==> src/rtl/systolic_row_ctrl_if.sv <==
// Control/handshake bundle between the job host and the systolic row
// controller. The host drives the job request and configuration; the
// controller drives the array control lines and buffer read strobes.
interface systolic_row_ctrl_if #(
   parameter int NUM   = 16,
   parameter int LEN_W = 16
);
   localparam int AW = (NUM > 1) ? $clog2(NUM) : 1;

   logic             start;
   logic             abort;
   logic [LEN_W-1:0] cfg_len;
   logic             cfg_opsel;
   logic             cfg_reuse_w;

   logic             w_rd_en;
   logic [AW-1:0]    w_rd_addr;
   logic             act_rd_en;
   logic [LEN_W-1:0] act_rd_addr;
   logic             EN;
   logic             W_EN;
   logic             SELECTOR;
   logic             OPSEL;
   logic             out_valid;
   logic             busy;
   logic             done;

   modport master (
      output start, abort, cfg_len, cfg_opsel, cfg_reuse_w,
      input  w_rd_en, w_rd_addr, act_rd_en, act_rd_addr, EN, W_EN,
             SELECTOR, OPSEL, out_valid, busy, done
   );

   modport slave (
      input  start, abort, cfg_len, cfg_opsel, cfg_reuse_w,
      output w_rd_en, w_rd_addr, act_rd_en, act_rd_addr, EN, W_EN,
             SELECTOR, OPSEL, out_valid, busy, done
   );
endinterface

==> src/rtl/systolic_row_ctrl.sv <==
// Job sequencer for the weight-stationary PE array: weight tile load into
// the shadow bank, bank swap, activation streaming and result framing.
//
// state | meaning
// IDLE  | waiting for start with a non-zero vector count
// LOAD  | reading weight rows 0..NUM-1 into the shadow bank
// SWAP  | last weight row lands; active bank flips at the end
// RUN   | streaming activations and framing the skewed result window
// DONE  | one-cycle completion pulse
module systolic_row_ctrl #(
   parameter int NUM   = 16,
   parameter int LEN_W = 16
) (
   input logic               CLK,
   input logic               RESET,
   systolic_row_ctrl_if.slave bus
);
   localparam int AW = (NUM > 1) ? $clog2(NUM) : 1;
   // Run counter must reach cfg_len + 2*NUM - 1 for the largest cfg_len.
   localparam int CW = $clog2((2 ** LEN_W) + 2 * NUM);

   typedef enum logic [2:0] {IDLE, LOAD, SWAP, RUN, DONE} state_t;

   state_t           state_q, state_d;
   logic [AW-1:0]    w_q, w_d;
   logic [CW-1:0]    c_q, c_d;
   logic [LEN_W-1:0] len_q, len_d;
   logic             opsel_q, opsel_d;
   logic             sel_q, sel_d;

   logic             w_rd_en_q, w_rd_en_d;
   logic [AW-1:0]    w_rd_addr_q, w_rd_addr_d;
   logic             act_rd_en_q, act_rd_en_d;
   logic [LEN_W-1:0] act_rd_addr_q, act_rd_addr_d;
   logic             en_q, en_d;
   logic             w_en_q, w_en_d;
   logic             out_valid_q, out_valid_d;
   logic             busy_q, busy_d;
   logic             done_q, done_d;

   logic [CW-1:0]    run_last;
   logic [CW-1:0]    lenx_d;

   assign run_last = CW'(len_q) + CW'(2 * NUM - 1);
   assign lenx_d   = CW'(len_d);

   // Next-state, counters and the registered-output next values.
   always_comb begin
      state_d = state_q;
      w_d     = w_q;
      c_d     = c_q;
      len_d   = len_q;
      opsel_d = opsel_q;
      sel_d   = sel_q;

      case (state_q)
         IDLE: begin
            if (bus.start && !bus.abort && (bus.cfg_len != '0)) begin
               len_d   = bus.cfg_len;
               opsel_d = bus.cfg_opsel;
               w_d     = '0;
               c_d     = '0;
               state_d = bus.cfg_reuse_w ? RUN : LOAD;
            end
         end
         LOAD: begin
            if (w_q == AW'(NUM - 1)) state_d = SWAP;
            else                     w_d     = w_q + AW'(1);
         end
         SWAP: begin
            state_d = RUN;
            c_d     = '0;
            sel_d   = ~sel_q;
         end
         RUN: begin
            if (c_q == run_last) state_d = DONE;
            else                 c_d     = c_q + CW'(1);
         end
         DONE:    state_d = IDLE;
         default: state_d = IDLE;
      endcase

      // Abort keeps the old bank: a half-written shadow bank is never activated.
      if (bus.abort && (state_q != IDLE)) begin
         state_d = IDLE;
         sel_d   = sel_q;
      end

      w_rd_en_d     = (state_d == LOAD);
      w_rd_addr_d   = (state_d == LOAD) ? w_d : '0;
      // Weight buffer has one cycle of read latency, so the shift follows the read.
      w_en_d        = w_rd_en_q && (state_d != IDLE);
      en_d          = (state_d == RUN);
      act_rd_en_d   = en_d && (c_d < lenx_d);
      act_rd_addr_d = act_rd_en_d ? c_d[LEN_W-1:0] : '0;
      out_valid_d   = en_d && (c_d >= CW'(2 * NUM)) && (c_d < (lenx_d + CW'(2 * NUM)));
      busy_d        = (state_d != IDLE);
      done_d        = (state_d == DONE);
   end

   // State, counters, latched configuration and all outputs.
   always_ff @(posedge CLK or negedge RESET) begin
      if (!RESET) begin
         state_q       <= IDLE;
         w_q           <= '0;
         c_q           <= '0;
         len_q         <= '0;
         opsel_q       <= 1'b0;
         sel_q         <= 1'b0;
         w_rd_en_q     <= 1'b0;
         w_rd_addr_q   <= '0;
         act_rd_en_q   <= 1'b0;
         act_rd_addr_q <= '0;
         en_q          <= 1'b0;
         w_en_q        <= 1'b0;
         out_valid_q   <= 1'b0;
         busy_q        <= 1'b0;
         done_q        <= 1'b0;
      end else begin
         state_q       <= state_d;
         w_q           <= w_d;
         c_q           <= c_d;
         len_q         <= len_d;
         opsel_q       <= opsel_d;
         sel_q         <= sel_d;
         w_rd_en_q     <= w_rd_en_d;
         w_rd_addr_q   <= w_rd_addr_d;
         act_rd_en_q   <= act_rd_en_d;
         act_rd_addr_q <= act_rd_addr_d;
         en_q          <= en_d;
         w_en_q        <= w_en_d;
         out_valid_q   <= out_valid_d;
         busy_q        <= busy_d;
         done_q        <= done_d;
      end
   end

   assign bus.w_rd_en     = w_rd_en_q;
   assign bus.w_rd_addr   = w_rd_addr_q;
   assign bus.act_rd_en   = act_rd_en_q;
   assign bus.act_rd_addr = act_rd_addr_q;
   assign bus.EN          = en_q;
   assign bus.W_EN        = w_en_q;
   assign bus.SELECTOR    = sel_q;
   assign bus.OPSEL       = opsel_q;
   assign bus.out_valid   = out_valid_q;
   assign bus.busy        = busy_q;
   assign bus.done        = done_q;
endmodule
==> src/flat_wrapper.sv <==
// flat-port wrapper written by rule: the top's interface ports become plain ports
module systolic_row_ctrl_flat 
#(
   parameter int NUM   = 16,
   parameter int LEN_W = 16
)
  (CLK, RESET, bus_start, bus_abort, bus_cfg_len, bus_cfg_opsel, bus_cfg_reuse_w, bus_w_rd_en, bus_w_rd_addr, bus_act_rd_en, bus_act_rd_addr, bus_EN, bus_W_EN, bus_SELECTOR, bus_OPSEL, bus_out_valid, bus_busy, bus_done);
  systolic_row_ctrl_if #(.NUM(NUM), .LEN_W(LEN_W)) bus_i ();
  input logic CLK;
  input logic RESET;
  input wire logic [$bits(bus_i.start)-1:0] bus_start;
  input wire logic [$bits(bus_i.abort)-1:0] bus_abort;
  input wire logic [$bits(bus_i.cfg_len)-1:0] bus_cfg_len;
  input wire logic [$bits(bus_i.cfg_opsel)-1:0] bus_cfg_opsel;
  input wire logic [$bits(bus_i.cfg_reuse_w)-1:0] bus_cfg_reuse_w;
  output wire logic [$bits(bus_i.w_rd_en)-1:0] bus_w_rd_en;
  output wire logic [$bits(bus_i.w_rd_addr)-1:0] bus_w_rd_addr;
  output wire logic [$bits(bus_i.act_rd_en)-1:0] bus_act_rd_en;
  output wire logic [$bits(bus_i.act_rd_addr)-1:0] bus_act_rd_addr;
  output wire logic [$bits(bus_i.EN)-1:0] bus_EN;
  output wire logic [$bits(bus_i.W_EN)-1:0] bus_W_EN;
  output wire logic [$bits(bus_i.SELECTOR)-1:0] bus_SELECTOR;
  output wire logic [$bits(bus_i.OPSEL)-1:0] bus_OPSEL;
  output wire logic [$bits(bus_i.out_valid)-1:0] bus_out_valid;
  output wire logic [$bits(bus_i.busy)-1:0] bus_busy;
  output wire logic [$bits(bus_i.done)-1:0] bus_done;
  assign bus_i.start = bus_start;
  assign bus_i.abort = bus_abort;
  assign bus_i.cfg_len = bus_cfg_len;
  assign bus_i.cfg_opsel = bus_cfg_opsel;
  assign bus_i.cfg_reuse_w = bus_cfg_reuse_w;
  assign bus_w_rd_en = bus_i.w_rd_en;
  assign bus_w_rd_addr = bus_i.w_rd_addr;
  assign bus_act_rd_en = bus_i.act_rd_en;
  assign bus_act_rd_addr = bus_i.act_rd_addr;
  assign bus_EN = bus_i.EN;
  assign bus_W_EN = bus_i.W_EN;
  assign bus_SELECTOR = bus_i.SELECTOR;
  assign bus_OPSEL = bus_i.OPSEL;
  assign bus_out_valid = bus_i.out_valid;
  assign bus_busy = bus_i.busy;
  assign bus_done = bus_i.done;
  systolic_row_ctrl #(.NUM(NUM), .LEN_W(LEN_W)) u_core (.CLK(CLK), .RESET(RESET), .bus(bus_i));
endmodule
==> config.mk <==
export PLATFORM = sky130hd
export DESIGN_NAME = systolic_row_ctrl_flat
export DESIGN_NICKNAME = d
export VERILOG_FILES = /design/src/rtl/systolic_row_ctrl_if.sv /design/src/rtl/systolic_row_ctrl.sv /design/src/flat_wrapper.sv
export SDC_FILE = /design/constraint.sdc
export NUM_CORES = 1
export LEC_CHECK = 0
export CORE_MARGIN = 2
export CORE_UTILIZATION = 50
export DETAILED_ROUTE_END_ITERATION = 7
export PLACE_DENSITY_LB_ADDON = 0.08
export RECOVER_POWER = 50
export SLEW_MARGIN = 20
export SYNTH_ARGS = -nofsm -noshare
export SYNTH_HDL_FRONTEND = slang
export SYNTH_SLANG_ARGS = --single-unit
==> constraint.sdc <==
create_clock -name CLK -period 4.37 [get_ports CLK]
set_input_delay 1.311 -clock CLK [delete_from_list [all_inputs] [get_ports CLK]]
set_output_delay 1.311 -clock CLK [all_outputs]
set_load 0.005 [all_outputs]
After elaboration in Yosys (flattened, before gate mapping) --
Cells that the tools add are included.
Word-level totals: bits in registers 69, input bits 22, output and inout bits 29, word-level logic and storage cells 62
Cells by class: $add $sub $neg 4, magnitude comparators 3, equality and inequality tests 8, muxes and demuxes 16, bitwise logic cells 2, reduce and logical (&&, ||, !) cells 14
Operator list (count):
- $pmux 17 s3 | 1
- $mux 16 | 3
- $mux 17 | 2
- $add 16x5->17 const B | 1
- $add 16x6->17 const B | 1
- $add 17x1->17 const B | 1
- $eq 17x17->1 | 1
- $ge 17x6->1 const B | 1
- $lt 17x16->1 | 1
- $lt 17x17->1 | 1
- $reduce_bool 16->1 | 1
- $mux 3 | 4
- $mux 4 | 3
- $pmux 3 s4 | 1
- $eq 3x2->1 const B | 3
- $pmux 4 s2 | 1
- $logic_and 1x1->1 | 7
- $eq 3x1->1 const B | 2
- $reduce_bool 3->1 | 2
- $add 4x1->4 const B | 1
- $eq 4x4->1 const B | 1
- $reduce_and 2->1 | 2
- $eq 3x3->1 const B | 1
- $logic_not 3->1 | 1
- other kinds (3) | 4

Logic depth before layout (Yosys ltp) --
Gate-level depths: netlist (run 1).
depth after elaboration 9, mapped depth 25, mapped depth without buffers 22

Worst setup path before layout (run 1) --
No wires, ideal clock.
path kind reg2reg, start point register u_core.len_q[0], end point register u_core.act_rd_addr_q[5] (netlist: u_core.bus.act_rd_addr[5]), setup time 73 ps, arrival time 4715 ps, data required time 4297 ps, path slack -418 ps, cell stages (with the launch flop) 26, path buffers 3, period minus slack after synthesis 4788 ps, cell sequence dfrtp_1 > clkbuf_1 > inv_1 > ha_1 > or4b_4 > and3_4 > nor4_4 > nand3_1 > nor4_4 > buf_6 > nand2_1 > a21oi_1 > o21ai_0 > o21ai_0 > ha_1 > a21o_1 > a21o_1 > a21o_1 > a21oi_1 > o21ai_0 > a21oi_1 > o21ai_0 > a2111oi_4 > o211ai_4 > buf_6 > a21oi_2
On the way: elaborated cells on any way between the ends 13
RTL lines:
- from (decl) | RTL line systolic_row_ctrl.sv:27 | logic [LEN_W-1:0] len_q, len_d;
- from (signal assigned) | RTL line systolic_row_ctrl.sv:123 | len_q <= len_d;
- $add 16x5->17 | RTL line systolic_row_ctrl.sv:44 | assign run_last = CW'(len_q) + CW'(2 * NUM - 1);
- $eq 17x17->1 | RTL line systolic_row_ctrl.sv:76 | if (c_q == run_last) state_d = DONE;
- $mux 17 | RTL line systolic_row_ctrl.sv:76
- $pmux 17 s3 | RTL line systolic_row_ctrl.sv:56 | case (state_q)
- net u_core.c_d[2] | RTL line systolic_row_ctrl.sv:26 | logic [CW-1:0] c_q, c_d;
- $lt 17x16->1 | RTL line systolic_row_ctrl.sv:94 | act_rd_en_d = en_d && (c_d < lenx_d);
- $logic_and 1x1->1 | RTL line systolic_row_ctrl.sv:94
- $mux 16 | RTL line systolic_row_ctrl.sv:95 | act_rd_addr_d = act_rd_en_d ? c_d[LEN_W-1:0] : '0;
- net u_core.act_rd_addr_d[5] | RTL line systolic_row_ctrl.sv:34 | logic [LEN_W-1:0] act_rd_addr_q, act_rd_addr_d;
- to (signal assigned) | RTL line systolic_row_ctrl.sv:129 | act_rd_addr_q <= act_rd_addr_d;
- to (decl) | RTL line systolic_row_ctrl.sv:34
The timed path passes the listed nets, and every way through them passes these cells. A chain may end at the register's enable or synchronous reset.

Worst setup path after layout (run 1) --
start point input port bus_cfg_len[6], end point register u_core.out_valid_q (netlist: u_core.bus.out_valid)
On the way: cells in the longest elaborated chain, start to end 8, elaborated cells on any way between the ends 15
Ends and longest elaborated chain:
- from (decl) | RTL line flat_wrapper.sv:13 | input wire logic [$bits(bus_i.cfg_len)-1:0] bus_cfg_len;
- parallel branches: the longest is 7 deep, another holds $add 16x6->17
- $logic_and 1x1->1 * | RTL line systolic_row_ctrl.sv:96 | out_valid_d = en_d && (c_d >= CW'(2 * NUM)) && (c_d < (lenx_d + CW'(2 * NUM)));
- net u_core.out_valid_d | RTL line systolic_row_ctrl.sv:37 | logic out_valid_q, out_valid_d;
- to (signal assigned) | RTL line systolic_row_ctrl.sv:132 | out_valid_q <= out_valid_d;
- to (decl) | RTL line systolic_row_ctrl.sv:37
Mark *: on every way through the listed nets, which the timed path passes.

==> results of run 1 <==
-- logic make-up (layout without fill, tap and decap cells) --
kind of cell,count (synthesis),count (layout),share of synthesized area (%)
xor+xnor,28,28,5.21
flops,69,69,36.7
mux,21,21,4.52
fa+ha+maj,31,31,8.24
simple gates,199,199,24.4
buf+inv,56,258,4.97
compound gates,97,97,16.0
-- per-layer routing --
layer | track usage [%] | up-vias
met5 | 0 | -
met4 | 8.63 | 0
met3 | 4.72 | 39
met2 | 54.3 | 176
met1 | 45.3 | 2279
li1 | - | 2216
-- timing repair --
item,in CTS,in global routing
cloned,1,1
endpoints found under the hold margin,0,0
pin swaps,25,18
setup endpoints to repair,18,18
gates resized for setup,98,29
setup buffers,11,6
-- power by group --
group          leakage (uW)  internal [uW]  switching, uW  total, uW
Combinational       0.00234           1140           1200       2340
Clock             0.0000995            280            267        547
Sequential         0.000912            793            148        941
Total               0.00335           2210           1620       3830
-- stage by stage --
step | hold slack (ns) | total power [uW] | area, um2 | cells | utilization (%)
after floorplan | 0.468 | 2030 | 4810 | 501 | -
after global routing | 0.513 | 4070 | 6980 | 814 | 75.9
after CTS | 0.485 | 3740 | 6850 | 808 | 74.5
after detailed placement | 0.466 | 3040 | 6410 | 783 | 69.7
after global placement | 0.458 | 2980 | 6410 | 783 | 69.7
final | 0.483 | 3830 | 6980 | 814 | 75.9
-- registers in the layout (all words and copies together) (netlist names) --
register	cells
u_core.bus.EN	1
u_core.bus.OPSEL	1
u_core.bus.SELECTOR	1
u_core.bus.W_EN	1
u_core.bus.act_rd_addr	16
u_core.bus.act_rd_en	1
u_core.bus.busy	1
u_core.bus.done	1
u_core.bus.out_valid	1
u_core.bus.w_rd_addr	4
u_core.bus.w_rd_en	1
u_core.c_q	17
u_core.len_q	16
u_core.state_q	3
u_core.w_q	4
-- cell type report --
class / count / area (um2) / area share [%]
Timing Repair Buffer: 207 / 1700 / 24.4
Sequential cell: 69 / 1730 / 24.7
Clock buffer: 11 / 141 / 2.02
Multi-Input combinational cell: 376 / 3080 / 44.0
Inverter: 35 / 139 / 1.99
Tap cell: 111 / 139 / 1.99
Clock inverter: 5 / 60.1 / 0.860
-- placed cells by master (no fill, tap or decap), types with 18 or more instances in the layout --
cell / count
nand3_1: 20
nand2_1: 42
xnor2_1: 20
inv_1: 31
clkdlybuf4s50_1: 31
nor2_1: 22
ha_1: 28
buf_4: 150
a21o_1: 18
dfrtp_1: 69
-- worst max-delay path by stage --
| stage | from | to | slack [ns] | cells after the start |
|---|---|---|---|---|
| floorplan | bus_cfg_len[9] | u_core.bus.out_valid$_DFF_PN0_ | -0.14 | 21 |
| finish | bus_cfg_len[6] | u_core.bus.out_valid$_DFF_PN0_ | -0.31 | 21 |
| detailed placement | bus_cfg_len[5] | u_core.bus.out_valid$_DFF_PN0_ | -1.14 | 20 |
| CTS | bus_cfg_len[6] | u_core.bus.out_valid$_DFF_PN0_ | -0.36 | 21 |
| global placement | bus_cfg_len[5] | u_core.bus.out_valid$_DFF_PN0_ | -1.05 | 20 |
| global route | u_core.len_q[1]$_DFF_PN0_ | u_core.bus.act_rd_addr[9]$_DFF_PN0_ | -0.51 | 24 |
-- Yosys cell counts (6+ instances only) --
library cell,count,area share (%)
a21o_1,18,2.9
a21oi_1,14,1.5
a31oi_1,7,0.93
and3_1,15,2.0
and4_1,6,1.1
clkbuf_1,12,0.96
dfrtp_1,69,37
ha_1,31,8.2
inv_1,34,2.7
mux2i_1,19,4.0
nand2_1,44,3.5
nand3_1,24,2.6
nand4_1,10,1.3
nor2_1,27,2.2
nor2b_1,13,1.7
nor3_1,9,0.96
nor4_1,8,1.1
o211ai_1,7,1.1
o21ai_0,13,1.4
or3_1,7,0.93
xnor2_1,21,3.9
xor2_1,7,1.3
==> summary.txt, run 1 <==
Status
  – Status: finished with violations
  – Failing checks: setup timing

Synth
  – Primary FF master, synth: dfrtp_1
  – Synth cell types: 75
  – Mean Syn Cell Area: 9.39 um2
  – Post-synthesis cell count: 501
  – Post-synth EDFFs: 0
  – Synth warn: 0
  – Post-Syn Area: 0.00471 mm2
  – Yosys reg bits: 69
  – Syn nets: 554
  – Seq/Total Area, Yosys: 36.7%
  – Async set or reset register ratio after synthesis: 100%

Timing
  – Fmax: ~210 MHz
  – Slew headroom: 13.1%
  – Layout Skew: 0.0142 ns
  – Post-route setup slack: -0.309 ns
  – Final Cycle Share: 107%
  – TNS Setup: -4.70 ns
  – Endpoints failing setup: 18
  – RSZ-0062 raised after global routing: true
  – Worst-margin pin slew: 1.30 ns
  – Slew Viols, Final: 0
  – Endpoints failing hold: 0
  – Crit path time final: 4.68 ns

Setup path
  – CP max stage delay: 0.39 ns
  – WP data arrival: 4.96 ns
  – Buf/Inv on CP: 2
  – Most used cell, CP: a21o_1
  – FF-to-FF End: u_core.bus.act_rd_addr[9]$_DFF_PN0_
  – Worst path cell trace: buf_8 > nor4_4 > nand4_1 > nand3_2 > nor3_4 > mux2i_2 > buf_4 > or3_4 > nor3_4 > xnor2_1 > ha_1 > a21o_1 > a21o_1 > a21o_1 > a21oi_1 > nor2b_1 > o21ai_1 > nand2b_1 > a211oi_2 > o211ai_1 > a31oi_1
  – R2R depth: 23
  – Crit Path Max Fanout: 5
  – CP startpoint kind: primary input
  – Required @ worst endpoint: 4.65 ns
  – WS Path Type: primary input to flip-flop
  – Worst R2R Start: u_core.len_q[1]$_DFF_PN0_
  – CP max-delay cell: or3_4
  – R2R Setup Slk: -0.29 ns
  – Delay-heaviest family, CP: simple AND/OR/NAND/NOR gates
  – Critical Path Sink Type: flip-flop

Cells and area
  – # fillers: 665
  – Layout cell share with drive strength beyond 1: between 30% and 40%
  – Layout Nets: 751
  – Layout Area Growth over Synthesis: 48.4%
  – # diodes: 0

Clock network
  – Clock tree root driver cell: clkbuf_8
  – CTS HTree Levels: 3
  – Clock slew at reported path FFs: 0.08 ns
  – CTS sink cnt: just under 70
  – Hold buffers post-CTS: 0
  – Skew-Pair Late Insertion Delay: 0.37 ns
  – CTS tree: done
  – Cts bufs inserted: 9
  – CTS Buffer Depth: 2

Floorplan
  – Die Ht: 101 um
  – I/O pin count: 51
  – Placement Rows: 35
  – Starting Density: 51.2%
  – Die W: between 100 and 150 um
  – Core ar.: between 0.009 and 0.01 mm2
  – Die area: around 0.010 mm2

Route
  – Via count: 4710
  – Highest metal used: met4
  – DR iter-0 viols: 525
  – Vias per cell: just under 6
  – DRT Pass-1 Iters: 5
  – Post-detailed-route count of antenna-violating nets: 0
  – Metal1 wirelength: roughly 6800 um
  – Routed WL per cell: 19.6 um
  – WL final: 16000 um
  – Met3 routed WL: 1040 um
  – Metal2 WL: 7720 um
  – DRC viols: 0

Place
  – Detailed Place HPWL: 12100 um
  – PortBufs: 50
  – Place WS: -1.14 ns
  – Placer congestion estimate: 0.932

Power
  – Power Dens Cells: 548 mW/mm2
  – Maximum VDD drop: around 0.4 mV
  – Pleak: between 0.003 and 0.004 uW

Global route
  – Largest net degree at the start of global routing: 47
  – GRT overflow: 0
  – First-pass GRT wire length: 25300 um
  – Vias in the first global route: 4817
  – Initial antenna violation count: 0
  – Gr usage total: 32.8%

Worst hold path
  – WHS Endpoint: u_core.bus.W_EN$_DFF_PN0_
  – Hold path cells: 1
  – Hold Path Class: flip-flop to flip-flop
  – Min-delay src: u_core.bus.w_rd_en$_DFF_PN0_

Job
  – Max-Cap Viols: 0
No activity file was read; power rests on OpenSTA's default activity.
==> inputs of run 2 (changes only) <==
--- a/config.mk
+++ b/config.mk
@@ -5,8 +5,11 @@
 export SDC_FILE = /design/constraint.sdc
 export NUM_CORES = 1
 export LEC_CHECK = 0
+export CELL_PAD_IN_SITES_DETAIL_PLACEMENT = 0
+export CELL_PAD_IN_SITES_GLOBAL_PLACEMENT = 1
 export CORE_MARGIN = 2
-export CORE_UTILIZATION = 50
+export CORE_UTILIZATION = 44
+export CTS_CLUSTER_DIAMETER = 40
 export DETAILED_ROUTE_END_ITERATION = 7
 export PLACE_DENSITY_LB_ADDON = 0.08
 export RECOVER_POWER = 50
==> constraint.sdc (replaced) <==
create_clock -name CLK -period 4.55 [get_ports CLK]
set_input_delay 1.365 -clock CLK [delete_from_list [all_inputs] [get_ports CLK]]
set_output_delay 1.365 -clock CLK [all_outputs]
set_load 0.005 [all_outputs]
==> summary.txt, run 2 (synthesis gave the netlist of run 1 again) <==
Status
  – Status: finished with violations (unchanged)
  – Failing checks: capacitance limit, slew limit, setup timing (was setup timing)

Setup path
  – WS Path Type: primary input to flip-flop (unchanged)
  – Buf/Inv on CP: 2 (unchanged)
  – Most used cell, CP: a21o_1 (unchanged)
  – Worst path cell trace: buf_6 > nor4_4 > nand4_1 > nand3_2 > nor3_4 > mux2i_4 > inv_2 > ha_4 > nand2_4 > or4_4 > xnor2_2 > ha_1 > a21o_1 > a21o_1 > a21oi_2 > nor2b_1 > o21ai_1 > nand2b_1 > a211oi_2 > o211ai_1 > a31oi_1 (was buf_8 > nor4_4 > nand4_1 > nand3_2 > nor3_4 > mux2i_2 > buf_4 > or3_4 > nor3_4 > xnor2_1 > ha_1 > a21o_1 > a21o_1 > a21o_1 > a21oi_1 > nor2b_1 > o21ai_1 > nand2b_1 > a211oi_2 > o211ai_1 > a31oi_1)
  – CP max stage delay: 0.57 ns (was 0.39 ns)
  – Critical Path Sink Type: flip-flop (unchanged)
  – WP data arrival: 5.11 ns (was 4.96 ns)
  – Required @ worst endpoint: 4.82 ns (was 4.65 ns)
  – Delay-heaviest family, CP: simple AND/OR/NAND/NOR gates (unchanged)
  – CP max-delay cell: or4_4 (was or3_4)
  – Crit Path Max Fanout: 5 (unchanged)
  – WP depth: 21 (unchanged)
  – R2R depth: 24 (was 23)
  – CP startpoint kind: primary input (unchanged)
  – R2R Setup Slk: -0.16 ns (was -0.29 ns)

Place
  – Post-DP Area: 0.00634 mm2 (was 0.00641 mm2)
  – Place WS: -1.16 ns (was -1.14 ns)
  – PortBufs: 50 (unchanged)
  – Detailed Place HPWL: 12100 um (about the same)
  – Placer congestion estimate: 0.943 (was 0.932)

Route
  – DRT Pass-1 Iters: 5 (unchanged)
  – Post-detailed-route count of antenna-violating nets: 0 (unchanged)
  – DRC viols: 0 (unchanged)
  – Vias per cell: 5.67 (was 5.79)
  – Via count: 4749 (was 4710)
  – WL final: 16000 um (about the same)
  – Routed WL per cell: 19.1 um (was 19.6 um)
  – DR iter-0 viols: 410 (was 525)

Timing
  – Slew Viols, Final: 28 (was 0)
  – Endpoints failing setup: 18 (unchanged)
  – Final Cycle Share: 106%
  – Slew headroom: -0.121% (was 13.1%)
  – Hold_ws: 0.474 ns (was 0.483 ns)
  – Layout Skew: 0.0156 ns (was 0.0142 ns)
  – Post-route setup slack: -0.296 ns (was -0.309 ns)
  – Fmax: 206 MHz
  – Worst-margin pin slew: 1.50 ns (was 1.30 ns)
  – RSZ-0062 raised after global routing: true (unchanged)
  – Crit path time final: 4.85 ns
  – TNS Setup: -3.67 ns (was -4.70 ns)
  – Endpoints failing hold: 0 (unchanged)

Floorplan
  – Die Ht: 107 um (was 101 um)
  – Die W: 107 um (was 101 um)
  – Die area: 0.0115 mm2 (was 0.0102 mm2)
  – Core ar.: 0.0104 mm2 (was 0.00920 mm2)
  – Starting Density: 45.4% (was 51.2%)
  – I/O pin count: 51 (unchanged)
  – Placement Rows: 37 (was 35)

Clock network
  – Cts bufs inserted: 9 (unchanged)
  – Skew-Pair Late Insertion Delay: 0.36 ns (was 0.37 ns)
  – CTS sink cnt: 69 (unchanged)
  – Hold buffers post-CTS: 0 (unchanged)
  – CTS HTree Levels: 3 (unchanged)
  – CTS Buffer Depth: 2 (unchanged)
  – CTS tree: done (unchanged)
  – Clock slew at reported path FFs: 0.07 ns (was 0.08 ns)
  – Clock tree root driver cell: clkbuf_8 (unchanged)

Cells and area
  – Largest Register: u_core.c_q (unchanged)
  – # fillers: 854 (was 665)
  – Util after Layout: 67.4% (was 75.9%)
  – Layout Area Growth over Synthesis: 48.6% (was 48.4%)
  – Commonest non-fill, non-tap cells in the layout: 143 x buf_4, 69 x dfrtp_1, 42 x nand2_1, 30 x inv_1 (was 150 x buf_4, 69 x dfrtp_1, 42 x nand2_1, 31 x inv_1, 31 x clkdlybuf4s50_1)
  – Layout cell share with drive strength beyond 1: 36.1% (was 37.7%)
  – Layout Nets: 750 (was 751)
  – Most common cell after layout, fill and taps aside: buf_4 (unchanged)
  – Max reg flops: 17 (unchanged)
  – Reg area: 0.00173 mm2 (unchanged)
  – # diodes: 0 (unchanged)
  – Final instance area: 0.00699 mm2 (was 0.00698 mm2)
  – Area of the multi-input gates: 0.00309 mm2 (was 0.00308 mm2)

Global route
  – Initial antenna violation count: 0 (unchanged)
  – First-pass GRT wire length: 25100 um (was 25300 um)
  – GRT overflow: 0 (unchanged)
  – Largest net degree at the start of global routing: 29 (was 47)
  – Gr usage total: 28.7% (was 32.8%)
  – Vias in the first global route: 4810 (was 4817)

Job
  – Max-Cap Viols: 1 (was 0)

Power
  – Flop pwr share: 24.3% (was 24.6%)
  – Switching pwr: 1520 uW (was 1620 uW)
  – Pleak: 0.00330 uW (was 0.00335 uW)
  – Clock power frac: 13.5% (was 14.3%)
  – Power Dens Cells: 525 mW/mm2 (was 548 mW/mm2)
  – Maximum VDD drop: 0.304 mV (was 0.402 mV)
  – Combinational power share: 62.2% (was 61.2%)
  – Sw Ratio: 41.3% (was 42.3%)
  – Internal power: 2150 uW (was 2210 uW)

Worst hold path
  – Hold path cells: 1 (unchanged)
  – Hold Path Class: flip-flop to flip-flop (unchanged)
run 2: changes by cell type in the layout (fill, tap and decap cells not counted), sizes merged:
cell | before | now
clkdlybuf4s15 | 1 | 7
inv | 34 | 35
clkinvlp | 1 | 0
buf | 164 | 159
o211ai | 8 | 10
dlygate4sd3 | 0 | 3
clkinv | 4 | 3
dlymetal6s2s | 1 | 0
clkdlybuf4s50 | 31 | 28
clkbuf | 18 | 15
run 2: area by class of cell:
type	instances	area share [%]
Clock inverter	4	0.698
Multi-Input combinational cell	378	44.2
Clock buffer	11	2.02
Tap cell	136	2.43
Inverter	35	1.92
Sequential cell	69	24.7
Timing Repair Buffer	204	24.0
run 2: power groups by stage:
| stage | Combinational [uW] | Sequential, uW | Clock (uW) |
|---|---|---|---|
| after floorplan | 1030 | 889 | 0 |
| after global placement | 1940 | 894 | 0 |
| after detailed placement | 1970 | 902 | 0 |
| after CTS | 2140 | 895 | 507 |
| after global routing | 2450 | 917 | 535 |
| final | 2280 | 892 | 496 |
run 2: worst paths after layout:
| path | startpoint | endpoint |
|---|---|---|
| max in group asynchronous | RESET | u_core.len_q[6]$_DFF_PN0_ |
| worst min-delay path | u_core.bus.SELECTOR$_DFFE_PN0P_ | u_core.bus.SELECTOR$_DFFE_PN0P_ |
| worst max-delay path | bus_cfg_len[10] | u_core.bus.out_valid$_DFF_PN0_ |
| min in group asynchronous | RESET | u_core.w_q[3]$_DFF_PN0_ |
| worst min register to register | u_core.bus.SELECTOR$_DFFE_PN0P_ | u_core.bus.SELECTOR$_DFFE_PN0P_ |
| worst max register to register | u_core.len_q[0]$_DFF_PN0_ | u_core.bus.act_rd_addr[5]$_DFF_PN0_ |
run 2: metal layers:
| metal | vias to the layer above | track usage (%) | share of wire [%] |
|---|---|---|---|
| li1 | 2227 | - | - |
| met1 | 2301 | 39.6 | 44 |
| met2 | 180 | 44.9 | 46 |
| met3 | 41 | 4.30 | 6.4 |
| met4 | 0 | 12.5 | 3.4 |
| met5 | - | 0 | 0 |
run 2: what timing repair did:
action                     CTS  global route
cloned                       2             0
setup endpoints to repair   18            18
resized for setup           91            33
pin swaps                   40            26
buffers inserted            16             7
run 2: through the flow:
| step | total power [uW] | cells |
|---|---|---|
| finish | 3670 | 837 |
| global route | 3900 | 837 |
| CTS | 3540 | 830 |
| detailed placement | 2870 | 801 |
| global placement | 2830 | 801 |
| floorplan | 1920 | 501 |
==> inputs of run 3 (changes only) <==
--- a/config.mk
+++ b/config.mk
@@ -9,7 +9,6 @@
 export CELL_PAD_IN_SITES_GLOBAL_PLACEMENT = 1
 export CORE_MARGIN = 2
 export CORE_UTILIZATION = 44
-export CTS_CLUSTER_DIAMETER = 40
 export DETAILED_ROUTE_END_ITERATION = 7
 export PLACE_DENSITY_LB_ADDON = 0.08
 export RECOVER_POWER = 50
==> constraint.sdc (replaced) <==
create_clock -name CLK -period 4.55 [get_ports CLK]
set_input_delay 1.365 -clock CLK [delete_from_list [all_inputs] [get_ports CLK]]
set_output_delay 1.365 -clock CLK [all_outputs]
set_load 0.1 [all_outputs]
==> summary.txt, run 3 (synthesis gave the netlist of run 1 again) <==
Timing
  – Slew headroom: -0.120% (was -0.121%)
  – Layout Skew: 0.0156 ns (about the same)
  – RSZ-0062 raised after global routing: true (unchanged)
  – Slew Viols, Final: 28 (unchanged)
  – Final Cycle Share: 107% (was 106%)
  – Endpoints failing hold: 0 (unchanged)
  – Fmax: 206 MHz (about the same)
  – Post-route setup slack: -0.299 ns (was -0.296 ns)
  – Endpoints failing setup: 18 (unchanged)
  – Worst-margin pin slew: 1.50 ns (about the same)
  – Crit path time final: 4.85 ns (about the same)
  – Hold_ws: 0.474 ns (about the same)

Route
  – DRT Pass-1 Iters: 5 (unchanged)
  – DR iter-0 viols: 410 (unchanged)
  – WL final: 16000 um (about the same)
  – Post-detailed-route count of antenna-violating nets: 0 (unchanged)
  – Vias per cell: 5.67 (about the same)
  – Routed WL per cell: 19.1 um (about the same)
  – Via count: 4745 (was 4749)
  – DRC viols: 0 (unchanged)

Cells and area
  – Layout cell share with drive strength beyond 1: 36.1% (unchanged)
  – Final instance area: 0.00699 mm2 (unchanged)
  – # diodes: 0 (unchanged)
  – Layout Nets: 750 (unchanged)
  – Util after Layout: 67.4% (unchanged)
  – Commonest non-fill, non-tap cells in the layout: 143 x buf_4, 69 x dfrtp_1, 42 x nand2_1, 31 x clkdlybuf4s50_1, 30 x inv_1 (was 143 x buf_4, 69 x dfrtp_1, 42 x nand2_1, 30 x inv_1)
  – Most common cell after layout, fill and taps aside: buf_4 (unchanged)
  – Max reg flops: 17 (unchanged)
  – # fillers: 854 (unchanged)
  – Largest Register: u_core.c_q (unchanged)
  – Layout Area Growth over Synthesis: 48.6% (unchanged)

Clock network
  – CTS Buffer Depth: 2 (unchanged)
  – CTS tree: done (unchanged)
  – CTS HTree Levels: 3 (unchanged)
  – CTS sink cnt: 69 (unchanged)
  – Skew-Pair Late Insertion Delay: 0.36 ns (about the same)
  – Cts bufs inserted: 9 (unchanged)
  – Clock slew at reported path FFs: 0.08 ns (was 0.07 ns)
  – Clock tree root driver cell: clkbuf_8 (unchanged)

Global route
  – Gr usage total: 28.7% (unchanged)
  – Largest net degree at the start of global routing: 29 (unchanged)
  – Initial antenna violation count: 0 (unchanged)
  – GRT overflow: 0 (unchanged)
  – Vias in the first global route: 4810 (unchanged)
  – First-pass GRT wire length: 25100 um (unchanged)

Worst hold path
  – WHS Endpoint: u_core.bus.SELECTOR$_DFFE_PN0P_ (unchanged)
  – Min-delay src: u_core.bus.SELECTOR$_DFFE_PN0P_ (unchanged)
  – Hold path cells: 1 (unchanged)
  – Hold Path Class: flip-flop to flip-flop (unchanged)

Setup path
  – Required @ worst endpoint: 4.82 ns (about the same)
  – Crit Path Max Fanout: 5 (unchanged)
  – CP startpoint kind: primary input (unchanged)
  – R2R Setup Slk: -0.16 ns (about the same)
  – R2R depth: 24 (unchanged)
  – WS Path Type: primary input to flip-flop (unchanged)
  – Critical Path Sink Type: flip-flop (unchanged)
  – Worst R2R Start: u_core.len_q[0]$_DFF_PN0_ (unchanged)
  – WP data arrival: 5.12 ns (was 5.11 ns)
  – FF-to-FF End: u_core.bus.act_rd_addr[5]$_DFF_PN0_ (unchanged)

Floorplan
  – Die W: 107 um (unchanged)
  – Core ar.: 0.0104 mm2 (unchanged)
  – Die area: 0.0115 mm2 (unchanged)
  – I/O pin count: 51 (unchanged)
  – Die Ht: 107 um (unchanged)
  – Starting Density: 45.4% (unchanged)
  – Placement Rows: 37 (unchanged)

Power
  – Power Dens Cells: 569 mW/mm2 (was 525 mW/mm2)
  – Pleak: 0.00329 uW (was 0.00330 uW)
  – Maximum VDD drop: 0.436 mV (was 0.304 mV)

Place
  – Detailed Place HPWL: 12100 um (unchanged)
  – Place WS: -1.16 ns (unchanged)
  – Post-DP Area: 0.00634 mm2 (unchanged)
  – Placer congestion estimate: 0.943 (unchanged)
  – PortBufs: 50 (unchanged)

Status
  – Status: finished with violations (unchanged)
  – Failing checks: capacitance limit, slew limit, setup timing (unchanged)

Job
  – Max-Cap Viols: 1 (unchanged)
run 3: critical path: stages:
cell and delay [ns]:
buf_6 0.10, nor4_4 0.43, nand4_1 0.18, nand3_2 0.14, nor3_4 0.08, mux2i_4 0.22, inv_2 0.12, ha_4 0.16
nand2_4 0.05, or4_4 0.57, xnor2_2 0.16, ha_1 0.29, a21o_1 0.16, a21o_1 0.18, a21oi_2 0.14, nor2b_1 0.06
o21ai_1 0.12, nand2b_1 0.08, a211oi_2 0.18, o211ai_1 0.12, a31oi_1 0.19
run 3: layout make-up:
type                       count  area (um2)  share of cell area [%]
multi-input combinational    378        3090                    44.2
sequential                    69        1730                    24.7
timing repair buffer         204        1680                    24.0
tap                          136         170                    2.43
clock buffer                  11         141                    2.02
inverter                      35         134                    1.92
clock inverter                 4        48.8                   0.698
run 3: how the worst max path moves through the flow:
| stage | slack (ns) | endpoint | depth (start not counted) | from |
|---|---|---|---|---|
| global route | -0.43 | u_core.bus.out_valid$_DFF_PN0_ | 21 | bus_cfg_len[10] |
| floorplan | -0.01 | u_core.bus.out_valid$_DFF_PN0_ | 21 | bus_cfg_len[9] |
| global placement | -1.04 | u_core.bus.out_valid$_DFF_PN0_ | 21 | bus_cfg_len[9] |
| detailed placement | -1.16 | u_core.bus.out_valid$_DFF_PN0_ | 21 | bus_cfg_len[9] |
| finish | -0.30 | u_core.bus.out_valid$_DFF_PN0_ | 21 | bus_cfg_len[10] |
| CTS | -0.20 | u_core.bus.out_valid$_DFF_PN0_ | 21 | bus_cfg_len[14] |
run 3: stage by stage:
stage	setup TNS (ns)	std cells	power, uW
floorplan	-0.0129	501	2220
global placement	-15.69	801	3140
detailed placement	-17.78	801	3180
CTS	-1.40	830	3840
global route	-6.41	837	4210
finish	-3.67	837	3980
run 3: repair_timing:
item,in CTS,in global routing
gates resized for setup,91,33
endpoints found under the setup margin,18,18
setup buffers,16,7
gates cloned,2,0
hold buffers,0,0
pin swaps,40,26
endpoints found under the hold margin,0,0
run 3: routing by layer:
layer | GRT usage, % | part of all wire, %
met5 | 0 | 0
met1 | 39.6 | 44
met3 | 4.30 | 6.2
met2 | 44.9 | 46
met4 | 12.5 | 3.4
run 3: power by group:
part           internal (uW)  switching (uW)  total, uW
registers                762             131        893
clock network            264             232        496
logic                   1130            1460       2590
